`src/rtl/cpu_pkg.sv`:
```
// Shared definitions for the 16-bit CPU pipeline: word width, reset PC,
// HLT opcode and the instruction-fetch state encoding.
package cpu_pkg;

  localparam int unsigned WORD_W = 16;

  localparam logic [WORD_W-1:0] CPU_RESET_PC    = 16'h0000;
  localparam logic [3:0]        CPU_HALT_OPCODE = 4'hF;

  typedef enum logic [1:0] {
    S_REQ,
    S_WAIT,
    S_HALT
  } fetch_state_t;

endpackage

```
`src/rtl/if_id_reg.sv`:
```
// IF/ID pipeline register: one instruction slot with load, hold and squash.
module if_id_reg
  import cpu_pkg::*;
(
  input  logic              clk,
  input  logic              rst,
  input  logic              load,
  input  logic              squash,
  input  logic              consume,
  input  logic [WORD_W-1:0] instr_in,
  input  logic [WORD_W-1:0] pc_in,
  output logic              valid,
  output logic [WORD_W-1:0] instr,
  output logic [WORD_W-1:0] pc
);

  // Squash wins over load; a load may coincide with consumption of the old entry.
  always_ff @(posedge clk or posedge rst) begin
    if (rst) begin
      valid <= 1'b0;
      instr <= '0;
      pc    <= '0;
    end else if (squash) begin
      valid <= 1'b0;
    end else if (load) begin
      valid <= 1'b1;
      instr <= instr_in;
      pc    <= pc_in;
    end else if (consume) begin
      valid <= 1'b0;
    end
  end

endmodule

```
`src/rtl/fetch_stage.sv`:
```
// Instruction-fetch stage: owns the PC, issues one fetch at a time over
// req/ack + rvalid, fills IF/ID, and handles stall, flush and HLT.
module fetch_stage
  import cpu_pkg::*;
#(
  parameter logic [WORD_W-1:0] RESET_PC    = CPU_RESET_PC,
  parameter logic [3:0]        HALT_OPCODE = CPU_HALT_OPCODE
) (
  input  logic              clk,
  input  logic              rst,
  output logic [WORD_W-1:0] pc_cur,
  input  logic [WORD_W-1:0] pc_next,
  input  logic              stall,
  input  logic              flush,
  input  logic [WORD_W-1:0] flush_pc,
  output logic              imem_req,
  output logic [WORD_W-1:0] imem_addr,
  input  logic              imem_ack,
  input  logic              imem_rvalid,
  input  logic [WORD_W-1:0] imem_rdata,
  output logic              ifid_valid,
  output logic [WORD_W-1:0] ifid_instr,
  output logic [WORD_W-1:0] ifid_pc,
  output logic              halted
);

  fetch_state_t      state, state_n;
  logic [WORD_W-1:0] pc, pc_n;
  logic              drop, drop_n;
  logic              load;
  logic              accepted;

  always_ff @(posedge clk or posedge rst) begin
    if (rst) begin
      state <= S_REQ;
      pc    <= RESET_PC;
      drop  <= 1'b0;
    end else begin
      state <= state_n;
      pc    <= pc_n;
      drop  <= drop_n;
    end
  end

  assign pc_cur    = pc;
  assign imem_addr = pc;
  assign halted    = (state == S_HALT);
  assign imem_req  = (state == S_REQ) && !(ifid_valid && stall) && !rst;
  assign accepted  = imem_req && imem_ack;

  always_comb begin
    state_n = state;
    pc_n    = pc;
    drop_n  = drop;
    load    = 1'b0;
    unique case (state)
      S_REQ: begin
        if (accepted) begin
          state_n = S_WAIT;
          if (flush) drop_n = 1'b1;
        end
      end
      S_WAIT: begin
        if (imem_rvalid) begin
          drop_n = 1'b0;
          if (flush || drop) begin
            state_n = S_REQ;
          end else begin
            load = 1'b1;
            if (imem_rdata[15:12] == HALT_OPCODE) begin
              state_n = S_HALT;
            end else begin
              state_n = S_REQ;
              pc_n    = pc_next;
            end
          end
        end else if (flush) begin
          drop_n = 1'b1;
        end
      end
      S_HALT: begin
        if (flush) state_n = S_REQ;
      end
      default: state_n = S_REQ;
    endcase
    if (flush) pc_n = flush_pc;
  end

  if_id_reg u_if_id_reg (
    .clk      (clk),
    .rst      (rst),
    .load     (load),
    .squash   (flush),
    .consume  (ifid_valid && !stall),
    .instr_in (imem_rdata),
    .pc_in    (pc),
    .valid    (ifid_valid),
    .instr    (ifid_instr),
    .pc       (ifid_pc)
  );

  // Requests are only issued when IF/ID will be free, so a capture never overwrites a live entry.
  capture_into_free_slot: assert property (@(posedge clk) disable iff (rst)
    load |-> (!ifid_valid || !stall));

endmodule

```
`config.mk`:
```
export PLATFORM = sky130hd
export DESIGN_NAME = fetch_stage
export DESIGN_NICKNAME = d
export VERILOG_FILES = /design/src/rtl/cpu_pkg.sv /design/src/rtl/if_id_reg.sv /design/src/rtl/fetch_stage.sv
export SDC_FILE = /design/constraint.sdc
export NUM_CORES = 1
export LEC_CHECK = 0
export ABC_AREA = 1
export CORE_UTILIZATION = 30
export CTS_CLUSTER_DIAMETER = 80
export DETAILED_ROUTE_END_ITERATION = 8
export GPL_TIMING_DRIVEN = 1
export PLACE_DENSITY = 0.68
export SLEW_MARGIN = 15
export SYNTH_ARGS = -nofsm -noshare
export SYNTH_HDL_FRONTEND = slang
export SYNTH_SLANG_ARGS = --single-unit
export TNS_END_PERCENT = 30
```
`constraint.sdc`:
```
create_clock -name clk -period 3.61 [get_ports clk]
set_input_delay 0.361 -clock clk [delete_from_list [all_inputs] [get_ports clk]]
set_output_delay 0.361 -clock clk [all_outputs]
set_load 0.02 [all_outputs]
```
==> results.json <==
{
  "min_period_over_period_pct": 58.9,
  "clock_latency_ns": 0.30,
  "ys_top_cells_by_area": "dfrtp_1 51%, nand2_1 19%, o21ai_1 5.9%, inv_1 5.7%, buf_4 5.0%",
  "hp-start": "u_if_id_reg.instr[2]",
  "reg2regPathDepth": 5,
  "grt_pass1_wl_um": 10200,
  "clk_pin_slew_ns": 0.08,
  "die_area_um2": 8890,
  "drc": 0,
  "antenna_cells": 0,
  "synth_cells": 315,
  "reg2reg_slack_ns": 1.67,
  "hold_path_end": "u_if_id_reg.instr[2]",
  "start_util_pct": 31.1,
  "rows": 33,
  "yosys.cell_count.top_type": "nand2_1",
  "grt_max_degree": 53,
  "nets": 468,
  "wl_um": 6340,
  "cp-end-kind": "flip-flop",
  "cts_resized": 0,
  "fin_area_um2": 3740,
  "async_flop_share_pct": 100,
  "clockBufferDepth": 2,
  "portBuffers": 120,
  "skew_ns": 0.00506,
  "status": "finished clean",
  "required_ns": 3.79,
  "ant_nets": 0,
  "dpl.hpwl_um": 4770,
  "syn_avg_cell_area_um2": 8.11,
  "slew_viol_final": 0,
  "cts_hold_buf": 0,
  "synth_cell_types": 18,
  "numCtsBuffers": 5,
  "synthTopCellsByCount": "127 x nand2_1, 52 x dfrtp_1, 39 x inv_1",
  "synth_ff_type": "dfrtp_1",
  "synth_area_um2": 2550,
  "yosysSeqAreaShare_pct": 50.9,
  "timing.rr.start": "drop",
  "htreeDepth": 2,
  "antenna_found_initial": 0,
  "slew_headroom_pct": 54.0,
  "cts.sinks": 52,
  "rsz0062_at_grt": "false",
  "post-route-min-period_ns": 2.13,
  "grt_pass1_vias": 2181,
  "gp_congestion": 0.765,
  "drt-pass1-iter-count": 4,
  "clock_tree.root_cell": "clkbuf_8",
  "ios": 121,
  "route.detailed.vias_per_inst": 4.32,
  "crit_type": "in -> reg",
  "grt_overflow": 0,
  "synth-edff-count": 0,
  "wire_per_inst_um": 12.2,
  "ys_warn_count": 0,
  "powerDensity_nw_per_um2": 679,
  "drive_gt1_share_pct": 4.35,
  "first_iter_violations": 70,
  "numPlacedInstances": 512,
  "die_h_um": 94.3,
  "hp-class": "reg -> reg",
  "grt_util_all_layers_pct": 14.9,
  "nFillCells": 822,
  "postSynthNetCount": 369,
  "vdd_ir_drop_max_v": 0.000173,
  "reg2reg_to": "u_if_id_reg.instr[8]",
  "cp-start-kind": "input port",
  "fp.coreArea_um2": 8220,
  "cts_tree": "built",
  "cts_setup_buffers": 0,
  "worstPathArrival_ns": 2.31,
  "layout.cells.non_filler": 519,
  "max_cap_viol_count": 0,
  "setup_viol_count_final": 0,
  "yosysTopAreaCell": "dfrtp_1",
  "holdPathStages": 2,
  "placed_area_um2": 3660,
  "syn_to_final_growth_pct": 46.4,
  "die_width_um": 94.3,
  "synth_top_area_share_pct": 50.9,
  "power_leakage_nw": 1.82,
  "tns_ns": 0,
  "vias": 2242,
  "tightest_slew_ns": 0.689,
  "max_freq_mhz": 470,
  "cp_max_fo": 39,
  "startpoint": "flush",
  "synth_seq_cells": 52,
  "hold_viol": 0
}
==> placed cells by master, fill, tap and decap left out <==
cell type / instances
nand2_1: 127
clkdlybuf4s50_1: 120
dfrtp_1: 52
inv_1: 38
o21ai_1: 30
nand4_1: 17
nor2_1: 5
clkbuf_8: 5
o21ai_0: 3
nand3_1: 3
buf_4: 3
inv_2: 2
nor2_2: 2
nand2_4: 1
nand2_2: 1
o21ai_4: 1
nand3_4: 1
nand3_2: 1
clkinv_2: 1
clkbuf_1: 1
==> power breakdown <==
group          total, mW  leakage [nW]  switching (mW)  internal (mW)
clock network      0.309        0.0410           0.177          0.132
registers          0.973         0.661           0.164          0.810
logic               1.26          1.12           0.638          0.617
total               2.54          1.82           0.979           1.56
==> layout make-up <==
type                    instances  area, µm²  share of cell area [%]
clock buffers                   6       72.6                    1.94
inverters                      40        150                    4.01
flip-flops and latches         52       1300                    34.8
multi-input cells             192        856                    22.9
clock inverters                 1       5.00                   0.134
well taps                     105        131                    3.51
repair buffers                123       1220                    32.7
==> worst max-delay path, cell delays in order <==
cell and delay (ns):
clkdlybuf4s50_1 0.39, buf_4 0.20, nor2_2 0.16, nand3_2 0.56, buf_4 0.47, nand2_1 0.09
o21ai_1 0.06
==> sequential cells by signal (all words and copies together) (netlist names) <==
register and count:
drop 1, imem_addr 16, state 2, u_if_id_reg.instr 16, u_if_id_reg.pc 16, u_if_id_reg.valid 1
==> worst max path at each step <==
stage,endpoint,slack [ns],cells after the start
finish,u_if_id_reg.instr[8],1.48,7
global route,u_if_id_reg.instr[9],1.25,7
CTS,u_if_id_reg.instr[8],1.47,7
detailed placement,u_if_id_reg.instr[9],1.15,7
global placement,u_if_id_reg.instr[9],1.15,7
floorplan,drop,1.53,4
==> stage by stage <==
step	util (%)	power [mW]	hold WS (ns)	setup WS, ns
after floorplan	-	1.63	0.491	1.53
after global placement	44.6	2.23	0.473	1.15
after detailed placement	44.6	2.26	0.481	1.15
after CTS	45.5	2.57	0.503	1.47
after global routing	45.5	2.71	0.526	1.25
final	45.5	2.54	0.493	1.48
==> cell families (layout without fill, tap and decap cells) <==
| kind of cell | after synthesis | count (layout) | share of synthesized area, % |
|---|---|---|---|
| AO/OA/AOI/OAI | 34 | 34 | 7.10 |
| flip-flops | 52 | 52 | 50.9 |
| buffers and inverters | 71 | 170 | 15.8 |
| AND/OR/NAND/NOR | 158 | 158 | 26.2 |
==> layer usage <==
layer  share of wire [%]  global-route usage (%)  up-vias
met5                   0                       0        -
met1                  44                    18.9      996
met2                  48                    24.8       80
met4                0.90                    4.23        0
met3                 7.2                    3.72        6
li1                    -                       -     1160
Note: power is estimated with default switching activity, not from simulation.
